<file path="src/rtl/video_timing_gen_pkg.sv">
// video_timing_pkg
// Shared timing constants for the video timing generator. Default timing is
// 640x480@60 (800x525 total). Also holds the colour-bar table and a helper
// that maps a horizontal position to its bar colour.
package video_timing_pkg;

    localparam int DEF_H_ACTIVE = 640;
    localparam int DEF_H_FP     = 16;
    localparam int DEF_H_SYNC   = 96;
    localparam int DEF_H_BP     = 48;
    localparam int DEF_V_ACTIVE = 480;
    localparam int DEF_V_FP     = 10;
    localparam int DEF_V_SYNC   = 2;
    localparam int DEF_V_BP     = 33;
    localparam int DEF_CW       = 10;

    // Total period of one axis, including all blanking intervals.
    function automatic int axis_total(input int active, input int fp,
                                      input int sync, input int bp);
        return active + fp + sync + bp;
    endfunction

    localparam int DEF_H_TOTAL = axis_total(DEF_H_ACTIVE, DEF_H_FP, DEF_H_SYNC, DEF_H_BP);
    localparam int DEF_V_TOTAL = axis_total(DEF_V_ACTIVE, DEF_V_FP, DEF_V_SYNC, DEF_V_BP);

    // Bar colours as {r, g, b}, left to right across the active line.
    localparam logic [23:0] BAR_COLOURS [8] = '{
        24'hFFFFFF,   // white
        24'hFFFF00,   // yellow
        24'h00FFFF,   // cyan
        24'h00FF00,   // green
        24'hFF00FF,   // magenta
        24'hFF0000,   // red
        24'h0000FF,   // blue
        24'h000000    // black
    };

    // Bar index found by threshold compares so no divider is built.
    function automatic logic [23:0] bar_colour(input int xpos, input int bar_w);
        logic [2:0] idx;
        idx = 3'd0;
        for (int i = 1; i < 8; i++) begin
            if (xpos >= i * bar_w) begin
                idx = 3'(i);
            end
        end
        return BAR_COLOURS[idx];
    endfunction

endpackage

</file>
<file path="src/rtl/video_timing_gen_if.sv">
// video_timing_gen_if
// Bundles the pixel-advance enable and every raster output of the timing
// generator.
//   master (generator): in en; out x, y, blanking, hsync, vsync,
//                       line_start, frame_start, pat_r, pat_g, pat_b
//   slave  (consumer) : the mirror image
interface video_timing_gen_if #(
    parameter int CW = video_timing_pkg::DEF_CW
);
    logic          en;
    logic [CW-1:0] x;
    logic [CW-1:0] y;
    logic          blanking;
    logic          hsync;
    logic          vsync;
    logic          line_start;
    logic          frame_start;
    logic [7:0]    pat_r;
    logic [7:0]    pat_g;
    logic [7:0]    pat_b;

    modport master (
        input  en,
        output x, y, blanking, hsync, vsync, line_start, frame_start,
               pat_r, pat_g, pat_b
    );

    modport slave (
        output en,
        input  x, y, blanking, hsync, vsync, line_start, frame_start,
               pat_r, pat_g, pat_b
    );
endinterface

</file>
<file path="src/rtl/video_timing_gen_sync_axis_counter.sv">
// sync_axis_counter
// One raster axis: a wrapping position counter with a registered sync-window
// decode. The next count is exported so the parent can decode its own
// registered flags in step with the count.
//   clk, rst_n : pixel clock, async active-low reset
//   step       : advance by one position
//   count      : registered position
//   count_nx   : value count takes at the next edge
//   sync       : registered sync level for count (POL when inside window)
//   carry      : step while on the last position (wrap this edge)
module sync_axis_counter #(
    parameter int CW     = 10,
    parameter int ACTIVE = 640,
    parameter int FP     = 16,
    parameter int SYNC   = 96,
    parameter int BP     = 48,
    parameter bit POL    = 1'b0
) (
    input  logic          clk,
    input  logic          rst_n,
    input  logic          step,
    output logic [CW-1:0] count,
    output logic [CW-1:0] count_nx,
    output logic          sync,
    output logic          carry
);
    import video_timing_pkg::*;

    localparam int            TOTAL   = axis_total(ACTIVE, FP, SYNC, BP);
    localparam logic [CW-1:0] LAST    = CW'(TOTAL - 1);
    localparam logic [CW-1:0] SYNC_LO = CW'(ACTIVE + FP);
    localparam logic [CW-1:0] SYNC_HI = CW'(ACTIVE + FP + SYNC);

    // Compare with >= so any out-of-range value also wraps to zero.
    assign carry = step && (count >= LAST);

    always_comb begin
        count_nx = count;
        if (step) begin
            count_nx = (count >= LAST) ? '0 : count + 1'b1;
        end
    end

    // Sync is decoded from the next count so it lines up with count.
    always_ff @(posedge clk or negedge rst_n) begin
        if (!rst_n) begin
            count <= '0;
            sync  <= !POL;
        end else if (step) begin
            count <= count_nx;
            sync  <= (count_nx >= SYNC_LO && count_nx < SYNC_HI) ? POL : !POL;
        end
    end

endmodule

</file>
<file path="src/rtl/video_timing_gen.sv">
// video_timing_gen
// Pixel-clock raster timing generator feeding the TMDS encoders. Produces
// the raster position, blanking, hsync/vsync and line/frame start markers,
// all registered and aligned with x/y in the same cycle.
//   clk, rst_n : pixel clock, async active-low reset
//   vif        : video_timing_gen_if.master (en in; x, y, blanking, hsync,
//                vsync, line_start, frame_start, pat_r/g/b out)
// Optional macro TEST_PATTERN_EN: drives an 8-bar colour pattern on
// pat_r/g/b; when undefined those outputs are constant zero.
module video_timing_gen
    import video_timing_pkg::*;
#(
    parameter int H_ACTIVE  = DEF_H_ACTIVE,
    parameter int H_FP      = DEF_H_FP,
    parameter int H_SYNC    = DEF_H_SYNC,
    parameter int H_BP      = DEF_H_BP,
    parameter int V_ACTIVE  = DEF_V_ACTIVE,
    parameter int V_FP      = DEF_V_FP,
    parameter int V_SYNC    = DEF_V_SYNC,
    parameter int V_BP      = DEF_V_BP,
    parameter bit HSYNC_POL = 1'b0,
    parameter bit VSYNC_POL = 1'b0,
    parameter int CW        = DEF_CW
) (
    input  logic               clk,
    input  logic               rst_n,
    video_timing_gen_if.master vif
);
    localparam logic [CW-1:0] H_ACT = CW'(H_ACTIVE);
    localparam logic [CW-1:0] V_ACT = CW'(V_ACTIVE);

    logic [CW-1:0] h_count, h_count_nx, v_count, v_count_nx;
    logic          h_sync, h_carry, v_sync, v_carry;
    logic          active_nx;
    logic          blanking_q, line_start_q, frame_start_q;

    sync_axis_counter #(
        .CW(CW), .ACTIVE(H_ACTIVE), .FP(H_FP), .SYNC(H_SYNC), .BP(H_BP),
        .POL(HSYNC_POL)
    ) h_axis (
        .clk(clk), .rst_n(rst_n), .step(vif.en),
        .count(h_count), .count_nx(h_count_nx), .sync(h_sync), .carry(h_carry)
    );

    // The vertical axis advances only on the horizontal wrap.
    sync_axis_counter #(
        .CW(CW), .ACTIVE(V_ACTIVE), .FP(V_FP), .SYNC(V_SYNC), .BP(V_BP),
        .POL(VSYNC_POL)
    ) v_axis (
        .clk(clk), .rst_n(rst_n), .step(h_carry),
        .count(v_count), .count_nx(v_count_nx), .sync(v_sync), .carry(v_carry)
    );

    assign active_nx = (h_count_nx < H_ACT) && (v_count_nx < V_ACT);

    // Flags decode from the next counts; a vertical carry is the only way
    // to land on (0,0), so it marks the coming frame start.
    always_ff @(posedge clk or negedge rst_n) begin
        if (!rst_n) begin
            blanking_q    <= 1'b0;
            line_start_q  <= 1'b1;
            frame_start_q <= 1'b1;
        end else if (vif.en) begin
            blanking_q    <= !active_nx;
            line_start_q  <= (h_count_nx == '0);
            frame_start_q <= v_carry;
        end
    end

    assign vif.x           = h_count;
    assign vif.y           = v_count;
    assign vif.hsync       = h_sync;
    assign vif.vsync       = v_sync;
    assign vif.blanking    = blanking_q;
    assign vif.line_start  = line_start_q;
    assign vif.frame_start = frame_start_q;

`ifdef TEST_PATTERN_EN
    logic [23:0] pat_q;

    // Pattern is black during blanking and zero out of reset until the
    // first advance.
    always_ff @(posedge clk or negedge rst_n) begin
        if (!rst_n) begin
            pat_q <= 24'h000000;
        end else if (vif.en) begin
            pat_q <= active_nx ? bar_colour(int'(h_count_nx), H_ACTIVE / 8) : 24'h000000;
        end
    end

    assign vif.pat_r = pat_q[23:16];
    assign vif.pat_g = pat_q[15:8];
    assign vif.pat_b = pat_q[7:0];
`else
    assign vif.pat_r = 8'h00;
    assign vif.pat_g = 8'h00;
    assign vif.pat_b = 8'h00;
`endif

endmodule

</file>
<file path="src/flat_wrapper.sv">
// flat-port wrapper written by rule: the top's interface ports become plain ports
module video_timing_gen_flat import video_timing_pkg::*;
#(
    parameter int H_ACTIVE  = DEF_H_ACTIVE,
    parameter int H_FP      = DEF_H_FP,
    parameter int H_SYNC    = DEF_H_SYNC,
    parameter int H_BP      = DEF_H_BP,
    parameter int V_ACTIVE  = DEF_V_ACTIVE,
    parameter int V_FP      = DEF_V_FP,
    parameter int V_SYNC    = DEF_V_SYNC,
    parameter int V_BP      = DEF_V_BP,
    parameter bit HSYNC_POL = 1'b0,
    parameter bit VSYNC_POL = 1'b0,
    parameter int CW        = DEF_CW
)
  (clk, rst_n, vif_en, vif_x, vif_y, vif_blanking, vif_hsync, vif_vsync, vif_line_start, vif_frame_start, vif_pat_r, vif_pat_g, vif_pat_b);
  video_timing_gen_if #(.CW(CW)) vif_i ();
  input  logic clk;
  input  logic rst_n;
  input wire logic [$bits(vif_i.en)-1:0] vif_en;
  output wire logic [$bits(vif_i.x)-1:0] vif_x;
  output wire logic [$bits(vif_i.y)-1:0] vif_y;
  output wire logic [$bits(vif_i.blanking)-1:0] vif_blanking;
  output wire logic [$bits(vif_i.hsync)-1:0] vif_hsync;
  output wire logic [$bits(vif_i.vsync)-1:0] vif_vsync;
  output wire logic [$bits(vif_i.line_start)-1:0] vif_line_start;
  output wire logic [$bits(vif_i.frame_start)-1:0] vif_frame_start;
  output wire logic [$bits(vif_i.pat_r)-1:0] vif_pat_r;
  output wire logic [$bits(vif_i.pat_g)-1:0] vif_pat_g;
  output wire logic [$bits(vif_i.pat_b)-1:0] vif_pat_b;
  assign vif_i.en = vif_en;
  assign vif_x = vif_i.x;
  assign vif_y = vif_i.y;
  assign vif_blanking = vif_i.blanking;
  assign vif_hsync = vif_i.hsync;
  assign vif_vsync = vif_i.vsync;
  assign vif_line_start = vif_i.line_start;
  assign vif_frame_start = vif_i.frame_start;
  assign vif_pat_r = vif_i.pat_r;
  assign vif_pat_g = vif_i.pat_g;
  assign vif_pat_b = vif_i.pat_b;
  video_timing_gen #(.H_ACTIVE(H_ACTIVE), .H_FP(H_FP), .H_SYNC(H_SYNC), .H_BP(H_BP), .V_ACTIVE(V_ACTIVE), .V_FP(V_FP), .V_SYNC(V_SYNC), .V_BP(V_BP), .HSYNC_POL(HSYNC_POL), .VSYNC_POL(VSYNC_POL), .CW(CW)) u_core (.clk(clk), .rst_n(rst_n), .vif(vif_i));
endmodule
</file>
<file path="config.mk">
export PLATFORM = sky130hd
export DESIGN_NAME = video_timing_gen_flat
export DESIGN_NICKNAME = d
export VERILOG_FILES = /design/src/rtl/video_timing_gen_pkg.sv /design/src/rtl/video_timing_gen_if.sv /design/src/rtl/video_timing_gen_sync_axis_counter.sv /design/src/rtl/video_timing_gen.sv /design/src/flat_wrapper.sv
export SDC_FILE = /design/constraint.sdc
export NUM_CORES = 1
export LEC_CHECK = 0
export ABC_AREA = 0
export BUFFER_PORTS_ARGS = -buffer_cell sky130_fd_sc_hd__buf_2
export CAP_MARGIN = 20
export CORE_MARGIN = 2
export CORE_UTILIZATION = 35
export DETAILED_ROUTE_END_ITERATION = 16
export HOLD_SLACK_MARGIN = 0.1
export PLACE_DENSITY = 0.68
export SYNTH_ARGS = -nofsm -noshare
export SYNTH_HDL_FRONTEND = slang
export SYNTH_HIERARCHICAL = 1
export SYNTH_SLANG_ARGS = --single-unit
</file>
<file path="constraint.sdc">
create_clock -name clk -period 3.4 [get_ports clk]
set_clock_uncertainty 0.2 [all_clocks]
set_input_delay 0.68 -clock clk [delete_from_list [all_inputs] [get_ports clk]]
set_output_delay 0.68 -clock clk [all_outputs]
set_load 0.03 [all_outputs]
</file>
== Yosys cells after proc, flatten, opt, wreduce, memory -nomap -nowiden ==
Cells that the tools add are included.

* Register bits: 25
* Bits of input ports: 3
* Output and inout bits: 49
* Logic and storage cells: 30

* Add/sub/neg operators: 2
* Magnitude comparators: 8
* Mux-type cells: 6
* Reductions and logical operators: 7

{| class="wikitable"
|+ Operator list
! cell !! number
|-
| 10-bit 2-to-1 mux || 4
|-
| 10-bit greater-or-equal comparator, second input constant || 3
|-
| 10-bit by 1-bit adder with 10-bit output, second input constant || 2
|-
| 10-bit < comparator, second input constant || 2
|-
| 10-bit by 9-bit < comparator with 1-bit output, second input constant || 2
|-
| 10-bit by 9-bit greater-or-equal comparator with 1-bit output, second input constant || 1
|-
| 10-bit logical NOT || 1
|-
| 1-bit logical AND || 5
|-
| 1-bit 2-to-1 mux || 2
|-
| 1-bit logical NOT || 1
|}

== Depth between registers and ports, before layout ==
* Word-level depth: 6
* Mapped depth: 11
* Gate-level depth less buffers: 9

== Cells and area by module ==
Netlist, hierarchy kept.

{| class="wikitable"
|+ Modules (own cells, without submodules)
! module !! instances !! cells an instance !! area each (um^2) !! sequential area each (um^2)
|-
| sync_axis_counter (u_core.v_axis) || 1 || 81 || 753.2 || 276.5
|-
| sync_axis_counter (u_core.h_axis) || 1 || 81 || 721.9 || 276.5
|-
| video_timing_gen || 1 || 40 || 331.6 || 77.6
|}

== Worst setup path before layout ==
Ideal clock, no wire load.

* Path kind: reg2reg
* Start: reg u_core.h_axis.count[0]
* End: reg u_core.blanking_q (netlist: u_core/vif.blanking)
* Library setup time: 0.088 ns
* Arrival: 2.896 ns
* Required time: 3.112 ns
* Setup slack: 0.215 ns
* Cell stages (with the launch flop): 10
* Path buffers: 1
* Clock period less this slack: 3.185 ns
* Path through: dfrtp_1 ha_1 nand4_1 a211oi_2 clkbuf_1 nand3_2 or4_4 a21oi_4 nand4_1 a41oi_1

* Word-level cells in the longest chain between the ends: 6
* Elaborated cells between the ends (all ways): 10
* Classes of those cells: 1 x add/sub; 3 x order compare; 3 x mux; 3 x reduce/logical

{| class="wikitable"
|+ RTL lines
! item !! RTL line !! RTL
|-
| start, declared || video_timing_gen_sync_axis_counter.sv:22 || <nowiki>output logic [CW-1:0] count,</nowiki>
|-
| start signal, assigned || video_timing_gen_sync_axis_counter.sv:50 || <nowiki>count <= count_nx;</nowiki>
|-
| 10-bit greater-or-equal comparator || video_timing_gen_sync_axis_counter.sv:35 || <nowiki>assign carry = step && (count >= LAST);</nowiki>
|-
| 1-bit logical AND || video_timing_gen_sync_axis_counter.sv:35 ||
|-
| via u_core.h_carry || video_timing_gen.sv:33 || <nowiki>logic h_sync, h_carry, v_sync, v_carry;</nowiki>
|-
| 10-bit 2-to-1 mux || video_timing_gen_sync_axis_counter.sv:39 || <nowiki>if (step) begin</nowiki>
|-
| via u_core.v_count_nx[7] || video_timing_gen.sv:32 || <nowiki>logic [CW-1:0] h_count, h_count_nx, v_count, v_count_nx;</nowiki>
|-
| 10-bit by 9-bit < comparator with 1-bit output || video_timing_gen.sv:54 || <nowiki>assign active_nx = (h_count_nx < H_ACT) && (v_count_nx < V_ACT);</nowiki>
|-
| 1-bit logical AND || video_timing_gen.sv:54 ||
|-
| 1-bit logical NOT || video_timing_gen.sv:64 || <nowiki>blanking_q <= !active_nx;</nowiki>
|-
| end signal, assigned || video_timing_gen.sv:64 ||
|-
| end, declared || video_timing_gen.sv:35 || <nowiki>logic blanking_q, line_start_q, frame_start_q;</nowiki>
|}

The timed path passes the listed nets, and every way through them passes these cells.
A chain may end at the register's enable or synchronous reset.

== Final worst setup path ==
* Start: reg u_core.h_axis.count[1]
* End: reg u_core.blanking_q (netlist: u_core/vif.blanking)

Same word-level chain as after synthesis.

==> results by group <==
Power and ir drop
  • Final Power: 867 uW
  • Pwr Density: 459 nW/um2
  • Worst VDD drop: 187 uV
  • Pleak: 0.864 nW

Worst setup path
  • Worst-path maximum fanout: 8
  • Worst reg2reg endpoint: u_core/vif.blanking
  • Arr. time, crit path: 2.95 ns
  • CP Class: flip-flop to flip-flop
  • Worst R2R Path Depth: 8
  • R2R setup slack: 0.45 ns
  • Critical path endpoint category: flip-flop
  • Worst endpoint required time: 3.40 ns
  • Reg-to-reg critical path startpoint: u_core/h_axis/count[1]
  • Crit start category: flip-flop

Clock network
  • Post_cts resized: 0
  • CTS Buf Count: 3
  • Post-CTS setup repair buffer count: 0
  • Clk sinks: 25
  • Clock buffer depth: 2
  • CTS Root Cell: clkbuf_8
  • Clock tree from TritonCTS: yes
  • Clock Latency Late Sink: 0.28 ns
  • Hold buffers post-CTS: 0
  • Clock-pin slew on the worst setup and hold paths: 0.10 ns
  • H-tree levels: 1

Place
  • Setup Slack @ Placement: 0.300 ns
  • Port Buffer Count: 27
  • Placed cell areas: 1840 um2
  • Placer Congestion: 0.857
  • Half-perimeter wire length after placement: 2.75 mm

STA
  • Setup ws final: 0.448 ns
  • Max Clk Rate: 0.339 GHz
  • Final slew viol count: 0
  • RSZ-0062 raised after global routing: false
  • Sum of negative setup slack: 0 ns
  • Min cycle time layout: 2.95 ns
  • Hold_ws: 0.182 ns
  • Period utilization: 86.8%
  • Final setup vio count: 0
  • Worst slew pin tran: 0.595 ns
  • Max-slew headroom: 60.4%
  • Final hold violation count: 0

Floorplanning
  • # rows: 25
  • Boundary Pins: 52
  • Initial Utilization: 37.0%
  • Full die area: 5670 um2
  • Die height: 75.3 um
  • Die width: 75.3 um
  • Core ar.: 4820 um2

Detailed routing
  • Initial DRC count: 67
  • 1st-pass router iterations: 4
  • Final antenna-violating net count: 0
  • Via/cell ratio: 4.92
  • Final WL: 3.58 mm
  • Via count: 1,401
  • Drt drc: 0
  • WL/cell: 12.6 um

Global routing
  • Vias in the first global route: 1,196
  • Overflow after GRT: 0
  • First-pass GRT wire length: 5.79 mm
  • Largest net degree at the start of global routing: 26
  • Gr usage total: 13.1%
  • Initial antenna violation count: 0

Logic synthesis
  • Synth Instances: 197
  • Synth Warn #: 6
  • Synthesized area: 1780 um2
  • Avg Inst Size Synth: 9.04 um2

Final layout
  • Layout cells sized above 1: 24.3%
  • Fill cell count: 519
  • Most frequent cells in the layout: 27 x buf_2, 24 x nor2_1, 24 x conb_1
  • Commonest non-fill, non-tap cell in the layout: buf_2
  • Multi-input logic area: 965 um2
  • Area grow syn2layout: 6.18%
  • Register area: 631 um2
  • Ant diodes: 0
  • Final #Nets: 225
  • Fin area: 1890 um2

Min path
  • Min-delay worst type: primary input to asynchronous set/reset pin

Flow run
  • Max-Cap Viols: 0

Status
  • Outcome: complete, no violations
## layer usage
layer	GRT usage, %	routed length [um]	vias up
li1	-	-	702
met3	1.46	154	5
met4	4.09	43	0
met1	20.3	1780	654
met5	0	0	-
met2	19.0	1610	40
## registers in the layout, summed over array words and instances, names as in the netlist
name,flops
u_core/vif.blanking,1
u_core/vif.frame_start,1
u_core/h_axis/sync,1
u_core/vif.line_start,1
u_core/v_axis/count,10
u_core/h_axis/count,10
u_core/v_axis/sync,1
## critical path: stages (launching register included)
cell and delay, ns:
dfrtp_1 0.49, ha_1 0.29, nand4_1 0.17, a211oi_2 0.51, nand3_2 0.18, or4_4 0.54, a21oi_4 0.18, nand4_1 0.10
a41oi_1 0.21
## cell type report
type / count / area share (%)
well taps: 67 / 4.43
flip-flops and latches: 25 / 33.4
clock buffers: 3 / 2.18
inverters: 6 / 1.19
multi-input cells: 155 / 51.0
clock inverters: 1 / 0.265
repair buffers: 28 / 7.54
## per-stage QoR
step | instances | util (%)
after floorplan | 220 | -
after global placement | 281 | 38.3
after detailed placement | 281 | 38.3
after CTS | 285 | 39.2
after global routing | 285 | 39.2
final | 285 | 39.2
## power breakdown
| group | total (mW) | internal [mW] | switching, mW |
|---|---|---|---|
| Clock | 0.185 | 0.0823 | 0.103 |
| Combinational | 0.281 | 0.0881 | 0.193 |
| Sequential | 0.400 | 0.334 | 0.0669 |
| Total | 0.867 | 0.504 | 0.363 |
## how the worst max path moves through the flow
stage                           start  cells after the start                   to
5_1_grt        u_core/h_axis/count[1]                      8  u_core/vif.blanking
6_report       u_core/h_axis/count[1]                      8  u_core/vif.blanking
2_1_floorplan  u_core/h_axis/count[0]                      9  u_core/vif.blanking
3_5_place_dp                   vif_en                      8  u_core/vif.blanking
3_3_place_gp                   vif_en                      8  u_core/vif.blanking
4_1_cts        u_core/h_axis/count[0]                      8  u_core/vif.blanking
Note: power is estimated with default switching activity, not from simulation.
